--- config.mk ---
export PLATFORM = sky130hd
export DESIGN_NAME = operand_row_packer
export DESIGN_NICKNAME = d
export VERILOG_FILES = /design/src/rtl/operand_row_packer_pkg.sv /design/src/rtl/operand_row_packer_lane_collector.sv /design/src/rtl/operand_row_packer.sv
export SDC_FILE = /design/constraint.sdc
export NUM_CORES = 2
export LEC_CHECK = 0
export CORE_AREA = 5 5 379 381
export CTS_CLUSTER_DIAMETER = 200
export CTS_CLUSTER_SIZE = 20
export DETAILED_ROUTE_END_ITERATION = 7
export DIE_AREA = 0 0 384 386
export PLACE_DENSITY = 0.65
export SLEW_MARGIN = 20
export SYNTH_ARGS = -nofsm -noshare
export SYNTH_HDL_FRONTEND = slang
export SYNTH_SLANG_ARGS = --single-unit
--- constraint.sdc ---
create_clock -name clk -period 8.03 [get_ports clk]
set_input_delay 0.803 -clock clk [delete_from_list [all_inputs] [get_ports clk]]
set_output_delay 0.803 -clock clk [all_outputs]
set_load 0.02 [all_outputs]
--- src/rtl/operand_row_packer_pkg.sv ---
// ---------------------------------------------------------------------------
// operand_row_packer_pkg
// Constants shared by the operand row packer and the multiplier stage:
// lane count, element widths, rows per frame and the derived bus and
// row-index widths.
// ---------------------------------------------------------------------------
package operand_row_packer_pkg;

  localparam int LANES = 28;  // multiplier lanes per row
  localparam int PIX_W = 10;  // pixel width in bits
  localparam int WT_W  = 19;  // weight width in bits
  localparam int ROWS  = 28;  // rows per frame

  localparam int PIX_BUS_W = LANES * PIX_W;
  localparam int WT_BUS_W  = LANES * WT_W;
  localparam int ROW_IDX_W = $clog2(ROWS);

endpackage

--- src/rtl/operand_row_packer_lane_collector.sv ---
// ---------------------------------------------------------------------------
// lane_collector
// Gathers a serial stream of ELEM_W-bit beats into a LANES-wide vector.
// The n-th accepted beat of a row lands in lane n (lane 0 in the LSBs).
// After the last lane is written the collector reports full and stalls
// its stream until the owner pulses clear.
//
// Ports:
//   clk, GlobalReset  clock, synchronous active-high reset
//   inValid/inData    incoming beat
//   inReady           beat accepted when inValid && inReady
//   clear             empties a full collector (row taken by owner)
//   full              all lanes hold beats of the current row
//   laneData          flattened lane vector
// ---------------------------------------------------------------------------
module lane_collector #(
  parameter int ELEM_W = 10,
  parameter int LANES  = 28
) (
  input  logic                      clk,
  input  logic                      GlobalReset,
  input  logic                      inValid,
  input  logic [ELEM_W-1:0]         inData,
  output logic                      inReady,
  input  logic                      clear,
  output logic                      full,
  output logic [LANES*ELEM_W-1:0]   laneData
);

  localparam int CNT_W = (LANES > 1) ? $clog2(LANES) : 1;
  localparam logic [CNT_W-1:0] LAST_LANE = CNT_W'(LANES - 1);

  logic [CNT_W-1:0]  cnt;
  logic              accept;
  logic [LANES-1:0]  laneWe;
  logic [ELEM_W-1:0] lanes [LANES];

  // Ready comes only from the registered full flag, so it never depends on inValid.
  assign inReady = !full && !GlobalReset;
  assign accept  = inValid && inReady;

  // Lane write-enable decode: only the lane selected by the counter is written.
  always_comb begin
    laneWe = {LANES{1'b0}};
    for (int k = 0; k < LANES; k++) begin
      laneWe[k] = accept && (cnt == CNT_W'(k));
    end
  end

  // Lane counter and full flag; accept and clear never coincide since
  // accept needs !full and clear is only issued while full.
  always_ff @(posedge clk) begin
    if (GlobalReset) begin
      cnt  <= {CNT_W{1'b0}};
      full <= 1'b0;
    end else if (accept) begin
      if (cnt == LAST_LANE) begin
        cnt  <= {CNT_W{1'b0}};
        full <= 1'b1;
      end else begin
        cnt <= cnt + CNT_W'(1);
      end
    end else if (clear) begin
      full <= 1'b0;
    end
  end

  // Lane storage; an unselected lane keeps its value.
  always_ff @(posedge clk) begin
    if (GlobalReset) begin
      for (int k = 0; k < LANES; k++) begin
        lanes[k] <= {ELEM_W{1'b0}};
      end
    end else begin
      for (int k = 0; k < LANES; k++) begin
        if (laneWe[k]) begin
          lanes[k] <= inData;
        end
      end
    end
  end

  genvar g;
  generate
    for (g = 0; g < LANES; g++) begin : gFlat
      assign laneData[g*ELEM_W +: ELEM_W] = lanes[g];
    end
  endgenerate

endmodule

--- src/rtl/operand_row_packer.sv ---
// ---------------------------------------------------------------------------
// operand_row_packer
// Producer side of the multiplier operand interface. Two independent
// serial streams (pixels, weights) each fill a lane collector; once both
// are full the pair is copied into the output holding register and
// presented on PixelX/WeightX with a valid/ready handshake, a row index
// and a last-row flag. Collectors may fill the next row while the current
// one is held.
//
// Ports:
//   clk, GlobalReset      clock, synchronous active-high reset
//   pix_valid/pix_data    pixel beat in, pix_ready accepts it
//   wt_valid/wt_data      weight beat in, wt_ready accepts it
//   row_valid/row_ready   output row handshake
//   PixelX, WeightX       lane vectors, lane 0 in the LSBs
//   row_idx, row_last     index of presented row, high on row ROWS-1
// ---------------------------------------------------------------------------
module operand_row_packer
  import operand_row_packer_pkg::*;
(
  input  logic                 clk,
  input  logic                 GlobalReset,
  input  logic                 pix_valid,
  input  logic [PIX_W-1:0]     pix_data,
  output logic                 pix_ready,
  input  logic                 wt_valid,
  input  logic [WT_W-1:0]      wt_data,
  output logic                 wt_ready,
  output logic                 row_valid,
  input  logic                 row_ready,
  output logic [PIX_BUS_W-1:0] PixelX,
  output logic [WT_BUS_W-1:0]  WeightX,
  output logic [ROW_IDX_W-1:0] row_idx,
  output logic                 row_last
);

  localparam logic [ROW_IDX_W-1:0] LAST_ROW = ROW_IDX_W'(ROWS - 1);

  logic                 pixFull;
  logic                 wtFull;
  logic                 transfer;
  logic [PIX_BUS_W-1:0] pixLanes;
  logic [WT_BUS_W-1:0]  wtLanes;
  logic [ROW_IDX_W-1:0] nextIdx;   // index the next transferred row will carry

  // A new row may enter the holding register when it is empty or being taken this cycle.
  assign transfer = pixFull && wtFull && (!row_valid || row_ready);

  lane_collector #(.ELEM_W(PIX_W), .LANES(LANES)) pixCollector (
    .clk         (clk),
    .GlobalReset (GlobalReset),
    .inValid     (pix_valid),
    .inData      (pix_data),
    .inReady     (pix_ready),
    .clear       (transfer),
    .full        (pixFull),
    .laneData    (pixLanes)
  );

  lane_collector #(.ELEM_W(WT_W), .LANES(LANES)) wtCollector (
    .clk         (clk),
    .GlobalReset (GlobalReset),
    .inValid     (wt_valid),
    .inData      (wt_data),
    .inReady     (wt_ready),
    .clear       (transfer),
    .full        (wtFull),
    .laneData    (wtLanes)
  );

  // Output holding register and row counter; data only changes on a transfer.
  always_ff @(posedge clk) begin
    if (GlobalReset) begin
      row_valid <= 1'b0;
      PixelX    <= {PIX_BUS_W{1'b0}};
      WeightX   <= {WT_BUS_W{1'b0}};
      row_idx   <= {ROW_IDX_W{1'b0}};
      row_last  <= 1'b0;
      nextIdx   <= {ROW_IDX_W{1'b0}};
    end else if (transfer) begin
      row_valid <= 1'b1;
      PixelX    <= pixLanes;
      WeightX   <= wtLanes;
      row_idx   <= nextIdx;
      row_last  <= (nextIdx == LAST_ROW);
      if (nextIdx == LAST_ROW) begin
        nextIdx <= {ROW_IDX_W{1'b0}};
      end else begin
        nextIdx <= nextIdx + ROW_IDX_W'(1);
      end
    end else if (row_valid && row_ready) begin
      row_valid <= 1'b0;
    end
  end

endmodule

==> impl_metrics.csv <==
group,metric,value,unit
status,status,"finished, final reports clean",
clock_tree,htree_levels,3,
placement,io_buffer_count,854,
yosys,async_flop_share,0,%
drt,drt-initial-drc-count,5607,
drt,vias_per_cell,5.766,
setup_path,path_delay_family,"simple AND/OR/NAND/NOR gates",
timing,hold_viol,0,
timing,final.setup.worst_slack,4.214,ns
yosys,synth_cells,5498,
global_routing,grt_pass1_wl,287.7,mm
clock_tree,clock_latency,0.73,ns
global_routing,grt-ovfl-total,0,
yosys,synth_edf_count,812,
yosys,synthFlopType,"dfxtp_1",
power,combPwrFrac,2.9,%
timing,grt_setup_unrepaired,"false",
floorplanning,ios,855,
clock_tree,cts_resized,0,
power,irDropWorstVdd,0.1620,mV
clock_tree,postCtsSetupBuffers,0,
setup_path,path_cells,"clkdlybuf4s50_1 -> nor4b_4 -> nand2_2 -> buf_4 -> o21bai_2",
drt,drt-total-wl,200.6,mm
placement,pre_cts_slack,3.498,ns
yosys,ys_seq_area_share,68.94,%
timing,tightest_slew,1.354,ns
setup_path,criticalPathCategory,"in -> reg",
setup_path,setup.worst_path.start_class,"primary input",
clock_tree,cts.sinks,1648,
global_routing,grt_pass1_vias,42690,
setup_path,path_buf_inv,2,
power,p_int,11.30,mW
global_routing,track_usage,25.68,%
finish,n_fill_cell,12600,
clock_tree,path_clk_slew,0.08,ns
setup_path,worst_setup_path_end_kind,"flip-flop",
finish,drive_gt1_share,3.748,%
setup_path,cp.arrival,4.15,ns
clock_tree,cts_buffers,92,
power,power.density,201.2,nW/µm²
setup_path,critPathMaxFanout,54,
timing,maxSlewHeadroom,9.745,%
worst_hold_path,whs_path_depth,2,
clock_tree,root_buffer,"clkbuf_16",
power,p_seq_share,62.8,%
floorplanning,die_area,148200,µm²
setup_path,r2r_slack,4.38,ns
drt,wl_per_cell,25.23,µm
floorplanning,core,140200,µm²
global_routing,grt_max_degree,246,
power,switching_share,21.90,%
timing,fmax,262.1,MHz
drt,detail-route-antenna-nets,0,
yosys,yosysMostFrequentCell,"dfxtp_1",
timing,clock_skew,0.02955,ns
yosys,synth-seq-cells,1648,
setup_path,cp.depth,5,
yosys,synthTopCellsByCount,"dfxtp_1 (836), a21oi_1 (828), nand3_1 (828)",
flow_run,cap_violations,0,
timing,setup_viol,0,
yosys,yosysTopAreaCell,"edfxtp_1",
power,switchingPower,3.169,mW
setup_path,crit_slowest_cell,"o21bai_2",
setup_path,required,8.36,ns
setup_path,critical-path-max-stage-delay,0.86,ns
timing,drv_slew,0,
yosys,syn_area,59650,µm²
yosys,yosysUniqueCellTypes,48,
drt,drc_errors,0,
yosys,synth_area_leaders,"edfxtp_1 (41%), dfxtp_1 (28%), a21oi_1 (6.9%)",
floorplanning,fp.dieW,384,µm
clock_tree,clockBufferDepth,3,
yosys,avgSynthCellArea,10.85,µm²
yosys,synth.yosys.warnings,0,
power,clock_power_share,34.4,%
clock_tree,cts_tree,"yes",
drt,vias,45830,
global_routing,antenna_found_initial,9,
setup_path,reg2regPathDepth,4,
floorplanning,die_y,386,µm
floorplanning,core.rowCount,138,
placement,gp_congestion,0.8672,
yosys,synth_top_area_share,40.88,%
placement,dpl.hpwl,126.5,mm
timing,post-route-period-util,47.52,%
drt,drtPass1Iterations,6,
yosys,syn-num-nets,5543,
power,p_leak,22.62,nW
clock_tree,postCtsHoldBufs,0,
timing,fin_crit,3.816,ns
floorplanning,start_util,42.54,%
timing,finalSetupTns,0,ns
worst_hold_path,hp-class,"in -> reg",
finish,syn_to_final_growth,20.59,%
finish,fin_nets,6026,
## per-layer routing
layer / vias up / GRT usage (%) / routed length [µm]
li1: 20560 / - / -
met1: 22790 / 34.35 / 80180
met2: 2128 / 40.70 / 93820
met3: 349 / 5.214 / 17130
met4: 2 / 11.20 / 9416
met5: - / 0 / 10
## power groups by stage
stage	clock [mW]	combinational, mW	sequential [mW]
3_3_place_gp	0	0.411	9.27
3_5_place_dp	0	0.414	9.27
6_report	4.97	0.415	9.08
5_1_grt	5.36	0.437	9.10
4_1_cts	5.05	0.415	9.08
2_1_floorplan	0	0.204	9.25
## placed cells by master (no fill, tap or decap), drive strengths merged, types with 14 or more instances in the layout
master         count
a21oi            828
and2              62
and3              14
buf               84
clkbuf           165
clkdlybuf4s50    853
dfxtp            836
edfxtp           812
nand2            128
nand3            828
nor2             463
nor2b             38
o21ai            825
o21bai            31
## per-stage QoR
stage          instance area [µm²]  power (mW)  utilization [%]  hold slack, ns  std cells
2_1_floorplan                59650       9.454                -          0.4656       5498
6_report                     71930       14.47            51.30          0.4496       7948
3_3_place_gp                 69200       9.681            49.36          0.4599       7776
3_5_place_dp                 69200       9.689            49.36          0.4655       7776
5_1_grt                      71930       14.90            51.30          0.4527       7947
4_1_cts                      71880       14.55            51.27          0.4203       7946
## sequential cells by signal, summed over array words and instances, names as in the netlist, 5 cells and up
| signal | count |
|---|---|
| row_idx | 5 |
| wtCollector.lanes | 532 |
| wtCollector.cnt | 5 |
| nextIdx | 5 |
| pixCollector.cnt | 5 |
| pixCollector.lanes | 280 |
| PixelX | 280 |
| WeightX | 532 |
## kinds of logic (layout without fill, tap and decap cells)
logic type | Yosys count | after routing | share of synthesized area, %
buf+inv | 557 | 1116 | 3.813
flops | 1648 | 1648 | 68.94
fa+ha+maj | 11 | 11 | 0.2307
xor+xnor | 1 | 1 | 0.01469
simple gates | 1562 | 1562 | 12.26
mux | 2 | 2 | 0.03356
other cells | 0 | 1 | 0
compound gates | 1717 | 1717 | 14.71
## layout make-up
| cell class | instances | area [µm²] | share of cell area [%] |
|---|---|---|---|
| tap | 1890 | 2365 | 3.288 |
| antenna | 1 | 2.502 | 0.003479 |
| sequential | 1648 | 41120 | 57.17 |
| clock inverter | 5 | 77.57 | 0.1078 |
| timing repair buffer | 937 | 9375 | 13.03 |
| clock buffer | 165 | 2597 | 3.611 |
| multi-input combinational | 3293 | 16360 | 22.74 |
| inverter | 9 | 33.78 | 0.04697 |
## worst paths after layout
path / from / endpoint
worst max-delay path: wt_valid / wtCollector.lanes[0][258]$_SDFFCE_PN0P_
worst max register to register: wtCollector.cnt[4]$_SDFFE_PP0P_ / wtCollector.lanes[0][258]$_SDFFCE_PN0P_
worst min register to register: WeightX[522]$_SDFFE_PP0P_ / WeightX[522]$_SDFFE_PP0P_
worst min-delay path: GlobalReset / PixelX[155]$_SDFFE_PP0P_
(Power assumes the default switching activity.)
